==> src/rtl/mips_pkg.sv <==
// Shared definitions for the 5-stage MIPS core: opcodes, ALU control
// encodings and the hazard controller state type.
package mips_pkg;

  localparam logic [5:0] OP_RTYPE = 6'b000000;
  localparam logic [5:0] OP_ADDI  = 6'b001000;
  localparam logic [5:0] OP_LW    = 6'b100011;
  localparam logic [5:0] OP_SW    = 6'b101011;
  localparam logic [5:0] OP_BEQ   = 6'b000100;
  localparam logic [5:0] OP_ORI   = 6'b001101;
  localparam logic [5:0] OP_J     = 6'b000010;

  localparam logic [1:0] ALUOP_ADD   = 2'b00;
  localparam logic [1:0] ALUOP_SUB   = 2'b01;
  localparam logic [1:0] ALUOP_RTYPE = 2'b10;
  localparam logic [1:0] ALUOP_OR    = 2'b11;

  localparam logic [4:0] REG_ZERO = 5'd0;

  typedef enum logic [1:0] {
    RUN      = 2'd0,
    MEM_WAIT = 2'd1,
    ERROR    = 2'd2
  } hz_state_t;

endpackage

==> src/rtl/sat_counter.sv <==
// Up-counter that sticks at all-ones instead of wrapping.
module sat_counter #(
  parameter int WIDTH = 16
) (
  input  logic             clk,
  input  logic             rst,
  input  logic             inc,
  output logic [WIDTH-1:0] count
);

  logic [WIDTH-1:0] count_q;

  // NOTE: sequential state is written with non-blocking assignments only, so
  // every flop samples its inputs as they were before the edge.
  always_ff @(posedge clk) begin
    if (rst) begin
      count_q <= '0;
    end else if (inc && (count_q != '1)) begin
      count_q <= count_q + 1'b1;
    end
  end

  assign count = count_q;

endmodule

==> src/rtl/hazard_ctrl.sv <==
// Pipeline hazard controller: load-use stalls, jump/branch flushes, data
// memory wait freezes with a watchdog, and saturating performance counters.
module hazard_ctrl
  import mips_pkg::*;
#(
  parameter int MAX_WAIT = 16,
  parameter int CNT_W    = 16
) (
  input  logic             clk,
  input  logic             rst,
  input  logic [4:0]       id_rs,
  input  logic [4:0]       id_rt,
  input  logic             id_uses_rt,
  input  logic             id_jump,
  input  logic             ex_mem_read,
  input  logic [4:0]       ex_rt,
  input  logic             mem_branch_taken,
  input  logic             mem_req,
  input  logic             dmem_ready,
  output logic             pc_write,
  output logic             ifid_write,
  output logic             ifid_flush,
  output logic             idex_flush,
  output logic             exmem_flush,
  output logic             pipe_freeze,
  output logic             mem_timeout,
  output logic [CNT_W-1:0] stall_cycles,
  output logic [CNT_W-1:0] flush_events
);

  localparam int              WCW        = $clog2(MAX_WAIT + 1);
  localparam logic [WCW-1:0]  WAIT_LIMIT = WCW'(MAX_WAIT);
  localparam logic [WCW-1:0]  WAIT_ONE   = WCW'(1);

  hz_state_t      state_q, state_d;
  logic [WCW-1:0] wait_q, wait_d;
  logic           load_use, mem_stall, freeze_now;
  logic           stall_inc, flush_inc;

  assign load_use = ex_mem_read && (ex_rt != REG_ZERO) &&
                    ((ex_rt == id_rs) || (id_uses_rt && (ex_rt == id_rt)));
  assign mem_stall  = mem_req && !dmem_ready;
  assign freeze_now = mem_stall || (state_q == ERROR);

  // NOTE: every signal written in always_comb gets a default first, so no
  // path leaves it unassigned and no latch is inferred.
  always_comb begin
    state_d = state_q;
    wait_d  = wait_q;
    case (state_q)
      RUN: begin
        if (mem_stall) begin
          wait_d  = WAIT_ONE;
          state_d = (WAIT_LIMIT == WAIT_ONE) ? ERROR : MEM_WAIT;
        end
      end
      MEM_WAIT: begin
        if (!mem_stall) begin
          state_d = RUN;
          wait_d  = '0;
        end else begin
          wait_d = wait_q + 1'b1;
          if (wait_d == WAIT_LIMIT) state_d = ERROR;
        end
      end
      ERROR:   ;
      default: state_d = RUN;
    endcase
  end

  // Priority: reset, freeze (incl. ERROR), taken branch, load-use, jump.
  always_comb begin
    pc_write    = 1'b1;
    ifid_write  = 1'b1;
    ifid_flush  = 1'b0;
    idex_flush  = 1'b0;
    exmem_flush = 1'b0;
    pipe_freeze = 1'b0;
    stall_inc   = 1'b0;
    flush_inc   = 1'b0;
    if (rst) begin
      pc_write    = 1'b0;
      ifid_write  = 1'b0;
      ifid_flush  = 1'b1;
      idex_flush  = 1'b1;
      exmem_flush = 1'b1;
    end else if (freeze_now) begin
      pipe_freeze = 1'b1;
      pc_write    = 1'b0;
      ifid_write  = 1'b0;
      stall_inc   = 1'b1;
    end else if (mem_branch_taken) begin
      ifid_flush  = 1'b1;
      idex_flush  = 1'b1;
      exmem_flush = 1'b1;
      flush_inc   = 1'b1;
    end else if (load_use) begin
      pc_write    = 1'b0;
      ifid_write  = 1'b0;
      idex_flush  = 1'b1;
      stall_inc   = 1'b1;
    end else if (id_jump) begin
      ifid_flush  = 1'b1;
      flush_inc   = 1'b1;
    end
  end

  always_ff @(posedge clk) begin
    if (rst) begin
      state_q <= RUN;
      wait_q  <= '0;
    end else begin
      state_q <= state_d;
      wait_q  <= wait_d;
    end
  end

  assign mem_timeout = (state_q == ERROR);

  sat_counter #(.WIDTH(CNT_W)) u_stall_cnt (
    .clk   (clk),
    .rst   (rst),
    .inc   (stall_inc),
    .count (stall_cycles)
  );

  sat_counter #(.WIDTH(CNT_W)) u_flush_cnt (
    .clk   (clk),
    .rst   (rst),
    .inc   (flush_inc),
    .count (flush_events)
  );

endmodule
==> config.mk <==
export PLATFORM = sky130hd
export DESIGN_NAME = hazard_ctrl
export DESIGN_NICKNAME = d
export VERILOG_FILES = /design/src/rtl/mips_pkg.sv /design/src/rtl/sat_counter.sv /design/src/rtl/hazard_ctrl.sv
export SDC_FILE = /design/constraint.sdc
export NUM_CORES = 1
export LEC_CHECK = 0
export CORE_AREA = 2 2 79 81
export DETAILED_ROUTE_END_ITERATION = 6
export DIE_AREA = 0 0 81 83
export GPL_TIMING_DRIVEN = 0
export PLACE_DENSITY_LB_ADDON = 0.12
export SYNTH_ARGS = -nofsm -noshare
export SYNTH_HDL_FRONTEND = slang
export SYNTH_SLANG_ARGS = --single-unit
==> constraint.sdc <==
create_clock -name clk -period 2.3 [get_ports clk]
set_input_delay 0.345 -clock clk [delete_from_list [all_inputs] [get_ports clk]]
set_output_delay 0.345 -clock clk [all_outputs]
set_load 0.005 [all_outputs]
==> out/metrics.yaml <==
timing:
  setup_viol: 0
  hold-worst-slack_ns: 0.504
  relSlewSlack_pct: 64.1
  rsz0062_at_grt: "true"
  min_period_ns: 2.25
  post-route-period-util_pct: 98.0
  fmax_mhz: 444
  report.final.slew_viol_count: 0
  hold_viol_final: 0
  tightest_slew_ns: 0.538
  fin_worst_skew_ns: 0.00361
floorplanning:
  num_io_pins: 62
  core_area_um2: 5820
  die_h_um: 83
  start_util_pct: 39.7
  rows: 28
  dieArea_um2: 6720
  die_w_um: 81
global_route:
  first_global_vias: 2215
  grt_usage_pct: 18.8
  use_met3_pct: 3.59
  grt_util_met1_pct: 23.8
  grt_busiest_layer: "met2"
  grt_util_met2_pct: 32.4
  overflow: 0
  grt_pass1_wl_um: 10300
  antenna_found_initial: 0
  grt_max_degree: 11
power_and_ir_drop:
  leakage_nw: 1.17
  p_per_area_nw_per_um2: 401
  vdd_drop_max_mv: 0.347
final_layout:
  nets: 387
  final_cell_mix: "clkdlybuf4s50_1, dfxtp_1, nor2_1"
  diodes: 0
  area_delta_synth_final_pct: 42.7
  fin_cells: 435
  final_common_cell: "clkdlybuf4s50_1"
  drive_above_1_share_pct: 21.7
  num-fill-cells: 584
route:
  dr.pass1.iters: 4
  wl_per_cell_um: 14.4
  drt_wl_total_um: 6280
  drt_iter0_markers: 89
  drc: 0
  ant_nets: 0
  num_vias: 2347
  drt-vias-per-instance: 5.40
critical_path:
  cp-start-kind: "primary input"
  critPathKind: "primary input to register"
  crit_fanout: 9
  worstPathRequired_ns: 2.48
  crit_path_end_kind: "register"
  arrival_ns: 2.43
  r2r_slack_ns: 0.14
logic_synthesis:
  synth.avg_cell_area_um2: 8.07
  async_flop_share_pct: 0
  ys_seq_elements: 39
  yosys.area.top_type_share_pct: 33.8
  synthTopCellsByArea: "dfxtp_1, mux2_2, nor2_1"
  synth_edf_count: 0
  synthMuxAreaShare_pct: 7.26
  yosysTopAreaCell: "dfxtp_1"
  synthFlopType: "dfxtp_1"
  ys_seq_area_share_pct: 33.8
  synth_cells: 286
  synth_compound_area_share_pct: 19.7
  synth_xor_area_share_pct: 4.17
  netlist_area_um2: 2310
  synth_warnings: 0
  synth_top_family_by_area: "simple AND/OR/NAND/NOR gates"
  synth_fp_nets: 312
  synthSimpleGateAreaFrac_pct: 28.4
  synthAdderAreaFrac_pct: 1.63
  synth_cell_types: 46
clock_network:
  cts_max_level: 2
  clockRootBuffer: "clkbuf_8"
  clk_pin_slew_ns: 0.07
  cts_made_buffers: 5
  clock_path_buffers: 2
  cts.sinks: 39
  cts_tree: "yes"
  worst_skew_pair.late_latency_ns: 0.28
placed_design:
  globalplace.congestion: 0.818
  dp.cells: 421
  place_hpwl_um: 4480
  port_buffers: 60
job:
  drv_cap: 0
status:
  status: "finished, final reports clean"
worst_hold_path:
  hold_path_class: "register to register"
logic make-up after synthesis:
logic type      count (synthesis)
simple gates                  123
compound gates                 67
flops                          39
buf+inv                        28
mux                            15
xor+xnor                       11
fa+ha+maj                       3
power by group:
part	internal, W	total [W]	leakage (nW)	switching [W]
registers	0.000683	0.000694	0.317	0.0000106
clock network	0.000202	0.000425	0.0371	0.000223
logic	0.0000970	0.000204	0.813	0.000107
total	0.000982	0.00132	1.17	0.000340
worst paths after layout:
path / endpoint / cells past startpoint / startpoint
hold reg to reg: state_q[0]$_SDFFE_PP0P_ / 1 / state_q[1]$_SDFFE_PP0P_
hold / removal: state_q[0]$_SDFFE_PP0P_ / 1 / state_q[1]$_SDFFE_PP0P_
setup reg to reg: u_flush_cnt.count[11]$_SDFFE_PP0P_ / 7 / u_flush_cnt.count[3]$_SDFFE_PP0P_
setup / recovery: u_flush_cnt.count[8]$_SDFFE_PP0P_ / 8 / ex_rt[2]
flip-flops by register name, summed over array words and instances, names as in the netlist:
name	cells
wait_q	5
u_flush_cnt.count	16
u_stall_cnt.count	16
state_q	2
per-layer routing:
metal  vias up  routed length (um)
li1       1196                   -
met1      1102                2740
met2        42                3260
met3         7                 219
met4         0                  65
met5         -                   0
Yosys cell counts (2+ instances only):
master / instances
dfxtp_1: 39
nor2_1: 35
a21oi_1: 20
nor2b_1: 16
mux2_2: 14
nand2_1: 14
a211oi_1: 13
nand3_1: 13
inv_1: 11
clkbuf_1: 10
xor2_1: 10
nand4_1: 9
o21ai_0: 8
or3_1: 6
or4_1: 6
buf_2: 5
and4_1: 4
nor4_1: 4
o31ai_1: 4
and3_1: 3
ha_1: 3
nor3_1: 3
nor3b_1: 3
o211ai_1: 3
o31a_1: 3
a211o_1: 2
and2_1: 2
nand2b_1: 2
o21a_1: 2
o21ai_1: 2
o41ai_1: 2
layout make-up:
cell class | instances | area, um^2 | area share (%)
well taps | 75 | 93.8 | 2.85
repair buffers | 70 | 642 | 19.5
plain buffers | 15 | 85.1 | 2.58
flip-flops and latches | 39 | 787 | 23.9
clock buffers | 6 | 72.6 | 2.20
multi-input cells | 219 | 1570 | 47.7
inverters | 11 | 41.3 | 1.25
through the flow:
stage	utilization (%)	cell area [um^2]	setup TNS, ns	setup slack [ns]	total power, W
global route	56.6	3290	-0.0803	-0.0300	0.00138
floorplan	-	2310	0	0.103	0.000793
CTS	55.4	3220	0	0.00893	0.00133
global placement	51.6	3000	-17.04	-0.902	0.000885
finish	56.6	3290	0	0.0465	0.00132
detailed placement	51.6	3000	-16.93	-0.898	0.000887
worst max-delay path, stage by stage:
cell and delay (ns):
dlygate4sd2_1 0.27, or4_4 0.53, o21ai_4 0.19, buf_6 0.13, o211ai_4 0.09, buf_6 0.17, a2111oi_4 0.34, mux2_2 0.37
what timing repair did:
action                                  4_1_cts  5_1_grt
buffers inserted                              6        3
gates cloned                                  1        0
endpoints found under the setup margin       37       33
hold buffers                                  0        0
pin swaps                                     9       10
gates resized for setup                      54       41
Note: power is estimated with default switching activity, not from simulation.
